<file path="src/rtl/ball_renderer.sv">
// ball_renderer: draws a bouncing square ball over a solid background.
// Sits directly behind the sync generator; the ball position advances once
// per frame on the vsync rising edge, and every video output is registered
// so colour and sync leave the block aligned.
module ball_renderer #(
    parameter int H_DISPLAY = 256,
    parameter int V_DISPLAY = 240,
    parameter int BALL_SIZE = 4,
    parameter int INIT_X    = 128,
    parameter int INIT_Y    = 120,
    parameter int SPEED     = 2
) (
    input  logic       clk,
    input  logic       reset,
    input  logic       hsync,
    input  logic       vsync,
    input  logic       display_on,
    input  logic [8:0] hpos,
    input  logic [8:0] vpos,
    input  logic       pause,
    output logic [2:0] rgb,
    output logic       hsync_o,
    output logic       vsync_o,
    output logic       display_on_o,
    output logic [8:0] ball_x,
    output logic [8:0] ball_y,
    output logic [7:0] bounces
);

    typedef enum logic [1:0] {
        IDLE   = 2'd0,
        MOVE_X = 2'd1,
        MOVE_Y = 2'd2
    } state_t;

    // All position math is carried in 10 bits so ball + SPEED never wraps.
    localparam logic [9:0] X_MAX  = 10'(H_DISPLAY - BALL_SIZE);
    localparam logic [9:0] Y_MAX  = 10'(V_DISPLAY - BALL_SIZE);
    localparam logic [9:0] SPD    = 10'(SPEED);
    localparam logic [9:0] BSZ    = 10'(BALL_SIZE);
    localparam logic [8:0] X_INIT = 9'(INIT_X);
    localparam logic [8:0] Y_INIT = 9'(INIT_Y);

    state_t     state;
    logic       vsync_prev;
    logic       frame_tick;
    logic       dir_x;
    logic       dir_y;
    logic [9:0] bx_wide;
    logic [9:0] by_wide;
    logic [9:0] nx_inc;
    logic [9:0] ny_inc;
    logic [9:0] nx_dec;
    logic [9:0] ny_dec;
    logic       hit;

    // Frame edge detect, candidate next positions and the ball hit test.
    always_comb begin
        frame_tick = vsync & ~vsync_prev;
        bx_wide    = {1'b0, ball_x};
        by_wide    = {1'b0, ball_y};
        nx_inc     = bx_wide + SPD;
        ny_inc     = by_wide + SPD;
        nx_dec     = bx_wide - SPD;
        ny_dec     = by_wide - SPD;
        hit        = display_on
                     && ({1'b0, hpos} >= bx_wide) && ({1'b0, hpos} < bx_wide + BSZ)
                     && ({1'b0, vpos} >= by_wide) && ({1'b0, vpos} < by_wide + BSZ);
    end

    // Motion FSM: one X step then one Y step per accepted frame tick.
    always_ff @(posedge clk or posedge reset) begin
        if (reset) begin
            state      <= IDLE;
            vsync_prev <= 1'b0;
            ball_x     <= X_INIT;
            ball_y     <= Y_INIT;
            dir_x      <= 1'b0;
            dir_y      <= 1'b0;
            bounces    <= 8'd0;
        end else begin
            vsync_prev <= vsync;
            case (state)
                IDLE: begin
                    // A tick seen while paused is simply dropped.
                    if (frame_tick && !pause) begin
                        state <= MOVE_X;
                    end else begin
                        state <= IDLE;
                    end
                end
                MOVE_X: begin
                    state <= MOVE_Y;
                    if (!dir_x) begin
                        if (nx_inc > X_MAX) begin
                            ball_x  <= X_MAX[8:0];
                            dir_x   <= 1'b1;
                            bounces <= bounces + 8'd1;
                        end else begin
                            ball_x  <= nx_inc[8:0];
                        end
                    end else begin
                        if (bx_wide < SPD) begin
                            ball_x  <= 9'd0;
                            dir_x   <= 1'b0;
                            bounces <= bounces + 8'd1;
                        end else begin
                            ball_x  <= nx_dec[8:0];
                        end
                    end
                end
                MOVE_Y: begin
                    state <= IDLE;
                    if (!dir_y) begin
                        if (ny_inc > Y_MAX) begin
                            ball_y  <= Y_MAX[8:0];
                            dir_y   <= 1'b1;
                            bounces <= bounces + 8'd1;
                        end else begin
                            ball_y  <= ny_inc[8:0];
                        end
                    end else begin
                        if (by_wide < SPD) begin
                            ball_y  <= 9'd0;
                            dir_y   <= 1'b0;
                            bounces <= bounces + 8'd1;
                        end else begin
                            ball_y  <= ny_dec[8:0];
                        end
                    end
                end
                default: begin
                    state <= IDLE;
                end
            endcase
        end
    end

    // Pixel output stage: colour and sync delayed together by one clock.
    always_ff @(posedge clk or posedge reset) begin
        if (reset) begin
            rgb          <= 3'b000;
            hsync_o      <= 1'b0;
            vsync_o      <= 1'b0;
            display_on_o <= 1'b0;
        end else begin
            hsync_o      <= hsync;
            vsync_o      <= vsync;
            display_on_o <= display_on;
            if (hit) begin
                rgb <= 3'b111;
            end else if (display_on) begin
                rgb <= 3'b001;
            end else begin
                rgb <= 3'b000;
            end
        end
    end

endmodule

</file>
<file path="config.mk">
export PLATFORM = sky130hd
export DESIGN_NAME = ball_renderer
export DESIGN_NICKNAME = d
export VERILOG_FILES = /design/src/rtl/ball_renderer.sv
export SDC_FILE = /design/constraint.sdc
export NUM_CORES = 1
export LEC_CHECK = 0
export CORE_MARGIN = 10
export CORE_UTILIZATION = 53
export DETAILED_ROUTE_END_ITERATION = 7
export PLACE_DENSITY = 0.81
export RECOVER_POWER = 100
export SLEW_MARGIN = 25
export SYNTH_ARGS = -nofsm -noshare
export SYNTH_HDL_FRONTEND = slang
export SYNTH_SLANG_ARGS = --single-unit
</file>
<file path="constraint.sdc">
create_clock -name clk -period 3.6 [get_ports clk]
set_clock_uncertainty 0.1 [all_clocks]
set_input_delay 0.36 -clock clk [delete_from_list [all_inputs] [get_ports clk]]
set_output_delay 0.36 -clock clk [all_outputs]
set_load 0.1 [all_outputs]
</file>
=== Yosys cells after proc, flatten, opt, wreduce, memory -nomap -nowiden ===
Cells that the tools add are included.

* Input port bits: 24
* Output and inout port bits: 32
* Logic and storage cells: 65
* Register bits: 36

* $add $sub $neg: 7
* Reductions and logical operators: 9
* $lt $le $gt $ge: 8
* Equal/unequal tests: 6
* Multiplexer cells: 23
* Bitwise logic cells: 2

{| class="wikitable"
|+ Operators with widths
! operator !! count
|-
| 9-bit 2-to-1 mux || 6
|-
| 8-bit 2-to-1 mux || 6
|-
| 9-bit by 2-bit adder with 10-bit output, second input constant || 2
|-
| 9-bit by 3-bit adder with 10-bit output, second input constant || 2
|-
| 10-bit by 8-bit greater-than comparator with 1-bit output, second input constant || 2
|-
| 9-bit by 10-bit less-than comparator with 1-bit output || 2
|-
| 9-bit greater-or-equal comparator || 2
|-
| 9-bit by 2-bit less-than comparator with 1-bit output, second input constant || 2
|-
| 9-bit by 2-bit subtractor with 9-bit output, second input constant || 2
|-
| 8-bit one-hot mux with 2 select lines || 1
|-
| 3-bit != test, second input constant || 4
|-
| 8-bit by 1-bit adder with 8-bit output, second input constant || 1
|-
| 1-bit 2-to-1 mux || 8
|-
| 1-bit logical AND || 5
|-
| 5-bit AND reduction || 1
|-
| 2-bit one-hot mux with 2 select lines || 1
|-
| 3-bit 2-to-1 mux || 1
|-
| 2-bit by 1-bit == test with 1-bit output, second input constant || 1
|-
| 2-bit == test, second input constant || 1
|-
| 2-bit zero test || 1
|-
| 2-bit nonzero test || 1
|-
| 1-bit bitwise AND || 1
|-
| 1-bit zero test || 1
|-
| 1-bit NOT || 1
|}

=== Depth between registers and ports, before layout ===
* Depth in word-level cells: 6
* Depth in mapped cells: 12

=== Worst setup path after synthesis ===
No wires, ideal clock.

* Kind: reg2reg
* Start: register ball_y[2]
* End: register bounces[1]
* Library setup time: 129 ps
* Arrival: 3,043 ps
* Stages on the path, launching flop included: 9
* Setup slack: 329 ps
* Path buffers: 0
* Period minus slack after synthesis: 3,271 ps
* Required time: 3,371 ps
* Path through: dfrtp_1 > inv_1 > ha_1 > or3b_1 > o41ai_4 > nand2_1 > o21bai_1 > and2_1 > mux2_1

* Longest elaborated chain between the ends: 4
* Elaborated cells on any way between the ends: 6
* Those cells by class: add/sub (1); order compare (2); eq/ne (2); reduce/logical (1)

{| class="wikitable"
|+ RTL lines
! element !! RTL line !! RTL
|-
| start: declaration || 26 || <nowiki>output logic [8:0] ball_y,</nowiki>
|-
| start signal: assignment || 116 || <nowiki>ball_y <= Y_MAX[8:0];</nowiki>
|-
| start signal: assignment || 120 || <nowiki>ball_y <= ny_inc[8:0];</nowiki>
|-
| start signal: assignment || 128 || <nowiki>ball_y <= ny_dec[8:0];</nowiki>
|-
| 9-bit by 2-bit adder with 10-bit output || 63 || <nowiki>ny_inc = by_wide + SPD;</nowiki>
|-
| 10-bit by 8-bit greater-than comparator with 1-bit output || 115 || <nowiki>if (ny_inc > Y_MAX) begin</nowiki>
|-
| 3-bit != test (no line) || -- ||
|-
| 5-bit AND reduction (no line) (*) || -- ||
|-
| end signal: assignment || 106 || <nowiki>bounces <= bounces + 8'd1;</nowiki>
|-
| end signal: assignment || 118 || <nowiki>bounces <= bounces + 8'd1;</nowiki>
|-
| end signal: assignment || 126 || <nowiki>bounces <= bounces + 8'd1;</nowiki>
|-
| end: declaration || 27 || <nowiki>output logic [7:0] bounces</nowiki>
|}

Every way passes the cells marked *; elsewhere a longest branch is shown, timed or not.
A chain may end at the register's enable or synchronous reset.

=== Worst setup path after layout ===
* Start: register ball_x[2]
* End: register bounces[7]

* Longest elaborated chain between the ends: 4
* Elaborated cells on any way between the ends: 6
* Those cells by class: add/sub (1); order compare (2); eq/ne (2); reduce/logical (1)

{| class="wikitable"
|+ RTL lines
! element !! RTL line !! RTL
|-
| start: declaration || 25 || <nowiki>output logic [8:0] ball_x,</nowiki>
|-
| start signal: assignment || 96 || <nowiki>ball_x <= X_MAX[8:0];</nowiki>
|-
| start signal: assignment || 100 || <nowiki>ball_x <= nx_inc[8:0];</nowiki>
|-
| start signal: assignment || 108 || <nowiki>ball_x <= nx_dec[8:0];</nowiki>
|-
| 9-bit by 2-bit adder with 10-bit output || 62 || <nowiki>nx_inc = bx_wide + SPD;</nowiki>
|-
| 10-bit by 8-bit greater-than comparator with 1-bit output || 95 || <nowiki>if (nx_inc > X_MAX) begin</nowiki>
|-
| 3-bit != test (no line) || -- ||
|-
| 5-bit AND reduction (no line) (*) || -- ||
|-
| end signal: assignment || 98 || <nowiki>bounces <= bounces + 8'd1;</nowiki>
|-
| end signal: assignment || 106 ||
|-
| end signal: assignment || 118 ||
|}

Marked as above.

==> results.txt <==
The startpoint identified for the worst hold timing path is vsync_o. In this run, synthesis inferred 0 flip-flops with an integrated enable. The worst register-to-register path ends at bounces[7]. The setup-violating endpoint count in the final report is 0. Once detailed placement completed, the half-perimeter wirelength came to 5527 um.

Of all flip-flops after synthesis, the portion carrying an async set or reset was 100.0%. The via count of the first global-routing pass came out at 2652. The number of synthesized register bits is 33. The class of the most critical setup path is reg2reg.

For hold timing, the worst endpoint is state[0]. The number of distinct library cells after synthesis came out at 61. The slowest stage of the critical path belongs to the cell a2111oi_0. The buffer levels on the longest clock path came out at 2. The critical path required time is 3640 ps. The fraction of final layout cells with drive strength greater than 1 came out at 6.202%. After detailed routing, the total wire length is 7173 um. The height of the die came out at 95.38 um.

The final RePlAce weighted congestion is 0.9067. The critical path goes through inv_1 > ha_1 > or4b_1 > o41ai_1 > o21a_4 > nand3_4 > a2111oi_0 > xor2_1. On the critical path the largest part of the delay comes from compound AO/OA/AOI/OAI gates.

The category of the worst setup path launch point is a flop. In this run the count of I/O pins placed on the die edge is 56. The number of nets in the finished design came out at 452. The final hold violation count was 0. The ratio of routed vias to standard cells is 5.810.

The max-slew headroom at the worst pin came out at 22.36%. Before antenna repair, the detailed router went through 5 iterations. Buffers inserted to repair hold after CTS numbered 0.

For this design the static power due to leakage is 1.545 nW. The number of setup buffers added after CTS came out at 0. Clock-pin slew was measured on the worst setup and hold paths at 70 ps. The final global-route overflow total came out at 0.

The area enclosed by the die boundary came out at 9097 um2. The repair_antennas step left the layout with diodes totalling 0. The synthesis-to-finish area growth is 18.20%.

The startpoint identified for the worst register-to-register timing path is ball_x[2]. The count of buffers inserted at the top-level ports is 51. The final-report max-slew violation count was 0. Summing every instance area after synthesis gives 3012 um2. The first global-routing pass estimated 12320 um of wire. The number of resized instances in the post-cts repair step came out at 0. The initial cell density of the core came out at 54.69%. The number of cells on the worst reg-to-reg path is 8.

The shortest period the worst path allows came out at 3164 ps. The wire length per cell came out at 15.63 um. Across the run, the number of max-cap violations was 0.

The x dimension of the die is 95.38 um. The largest vdd supply drop came out at 0.5952 mV. Yosys printed 0 warnings. For this run, the leading register cell type out of synthesis is dfrtp_1. The class of the most critical hold timing path is reg2reg. The number of antenna violations at the first check in global routing came to 0. At the worst endpoint, the arrival time is 3210 ps. The number of buffers created by CTS came out at 5. Setup repair after global routing left no endpoint under its margin. The number of levels in the clock H-tree came out at 2. The peak per-stage delay on the critical path is 560 ps. The DRC violation total after the first TritonRoute iteration came out at 159.

The count of clock tree sinks is 33. Power spread over the standard cell area amounts to 881.2 nW/um2. The buffer and inverter count on the worst path came out at 1. The setup check on the worst reg-to-reg path leaves a slack of 440 ps. The mean instance size in the synthesized netlist is 8.806 um2. The cell sitting at the root of the clock tree is a clkbuf_8. The all-layer global routing usage came out at 16.29%. The TritonCTS clock tree is yes. The latest clock arrival within the worst-skew pair is 290 ps. After routing, the total negative slack on setup checks comes to 0 ps. Synthesis produced a netlist whose cell count is 342. For this run, design rule violations remaining after detail routing come to 0. The flow ran to the end, and the final reports show no timing, DRC or antenna violations. STA classifies the critical path endpoint as a flop. After filler insertion, the fill cell instance count of the layout stands at 461. The proportion of synthesized chip area in sequential cells came out at 27.63%.

For the pin with the worst max-slew slack, the measured transition is 1170 ps. After layout, the worst path uses 87.88% of the clock period. The peak fanout along the critical path came out at 8.

The final worst hold slack is 326.7 ps. The number of rows created at floorplan is 27. The number of nets with antenna violations after routing came out at 0. The timing-limited maximum frequency is 316.1 MHz. The floorplan step defined a core boundary enclosing 5507 um2.

The via total after detailed routing came out at 2667. Counting instances, the worst hold path has a depth of 1. Entering global routing, the biggest net connects 29 pins.
==> worst max-delay path by stage <==
stage                    from  slack, ps         end  cells past startpoint
finish              ball_x[2]        440  bounces[7]                      8
global route        ball_x[2]        140  bounces[7]                      8
CTS                 ball_y[3]        540  bounces[1]                      8
detailed placement  ball_y[3]        570  bounces[1]                      8
global placement    ball_y[3]        630  bounces[1]                      8
floorplan           ball_y[2]        330  bounces[1]                      8
==> metrics by stage <==
step                      util [%]  setup slack, ps  power (mW)  instance area (um2)  instances
after global routing         64.64            135.9       3.385                 3560        459
after floorplan                  -            329.0       2.450                 3015        343
after detailed placement     64.58            569.2       2.945                 3556        451
after global placement       64.58            632.9       2.890                 3556        451
final                        64.64            436.4       3.137                 3560        459
after CTS                    66.14            541.0       3.234                 3642        459
==> sequential cells by signal, summed over array words and instances, names as in the netlist <==
name,count
rgb,2
display_on_o,1
hsync_o,1
vsync_o,1
ball_x,8
bounces,8
dir_x,1
ball_y,8
state,2
dir_y,1
==> cells in the mapped netlist, drive strengths merged, types with 3 or more instances <==
| cell | count | area, um2 |
|---|---|---|
| o21a | 11 | 90.08 |
| o22ai | 5 | 31.28 |
| xnor2 | 17 | 148.9 |
| a31oi | 6 | 37.54 |
| inv | 24 | 90.09 |
| nor2 | 12 | 45.04 |
| clkbuf | 15 | 56.30 |
| a211oi | 4 | 30.03 |
| nand2b | 4 | 25.02 |
| nand3 | 19 | 107.6 |
| nand2 | 24 | 90.09 |
| nand4 | 3 | 18.77 |
| dfrtp | 28 | 700.7 |
| ha | 42 | 525.5 |
| or2 | 3 | 18.77 |
| o21ai | 21 | 105.1 |
| xor2 | 8 | 70.07 |
| nor4 | 3 | 18.77 |
| and2 | 3 | 18.77 |
| nor3 | 8 | 40.04 |
| nor2b | 3 | 18.77 |
| buf | 5 | 38.78 |
| a21oi | 26 | 130.1 |
| dfstp | 5 | 131.4 |
==> routing by layer <==
| layer | GRT usage [%] | wire length [um] |
|---|---|---|
| met1 | 20.34 | 3162 |
| met2 | 26.65 | 3438 |
| met3 | 4.556 | 496 |
| met4 | 5.160 | 75 |
| met5 | 0 | 0 |
==> cells in the final DEF, fill, tap and decap left out, drive strengths merged, types with 3 or more instances in the layout <==
cell	n
ha	42
dlygate4sd3	33
dfrtp	28
a21oi	26
inv	24
nand2	24
o21ai	21
nand3	19
xnor2	17
clkdlybuf4s50	17
nor2	12
o21a	11
clkbuf	11
xor2	8
nor3	8
a31oi	6
o22ai	5
dfstp	5
a211oi	4
nand2b	4
clkinv	4
nand4	3
nor2b	3
or2	3
and2	3
nor4	3
==> area by class of cell <==
class / count / area, um2 / share of cell area [%]
clock inverter: 3 / 17.52 / 0.4921
sequential: 33 / 832.0 / 23.37
clock buffer: 5 / 68.82 / 1.933
tap: 72 / 90.09 / 2.531
inverter: 26 / 97.59 / 2.742
timing repair buffer: 56 / 523.0 / 14.69
multi-input combinational: 264 / 1931 / 54.24
==> report_power, final <==
group	leakage [nW]	switching, mW	internal [mW]	total, mW
sequential	0.396	0.279	0.498	0.777
combinational	1.10	1.43	0.656	2.09
clock	0.0439	0.140	0.133	0.273
total	1.54	1.85	1.29	3.14
==> cells by family after synthesis <==
logic type / after synthesis / synth area share (%)
fa+ha+maj: 42 / 17.45
xor+xnor: 25 / 7.270
flops: 33 / 27.63
other cells: 1 / 0.1245
simple gates: 92 / 16.16
compound gates: 99 / 23.56
buf+inv: 46 / 6.398
mux: 4 / 1.413
(Power assumes the default switching activity.)
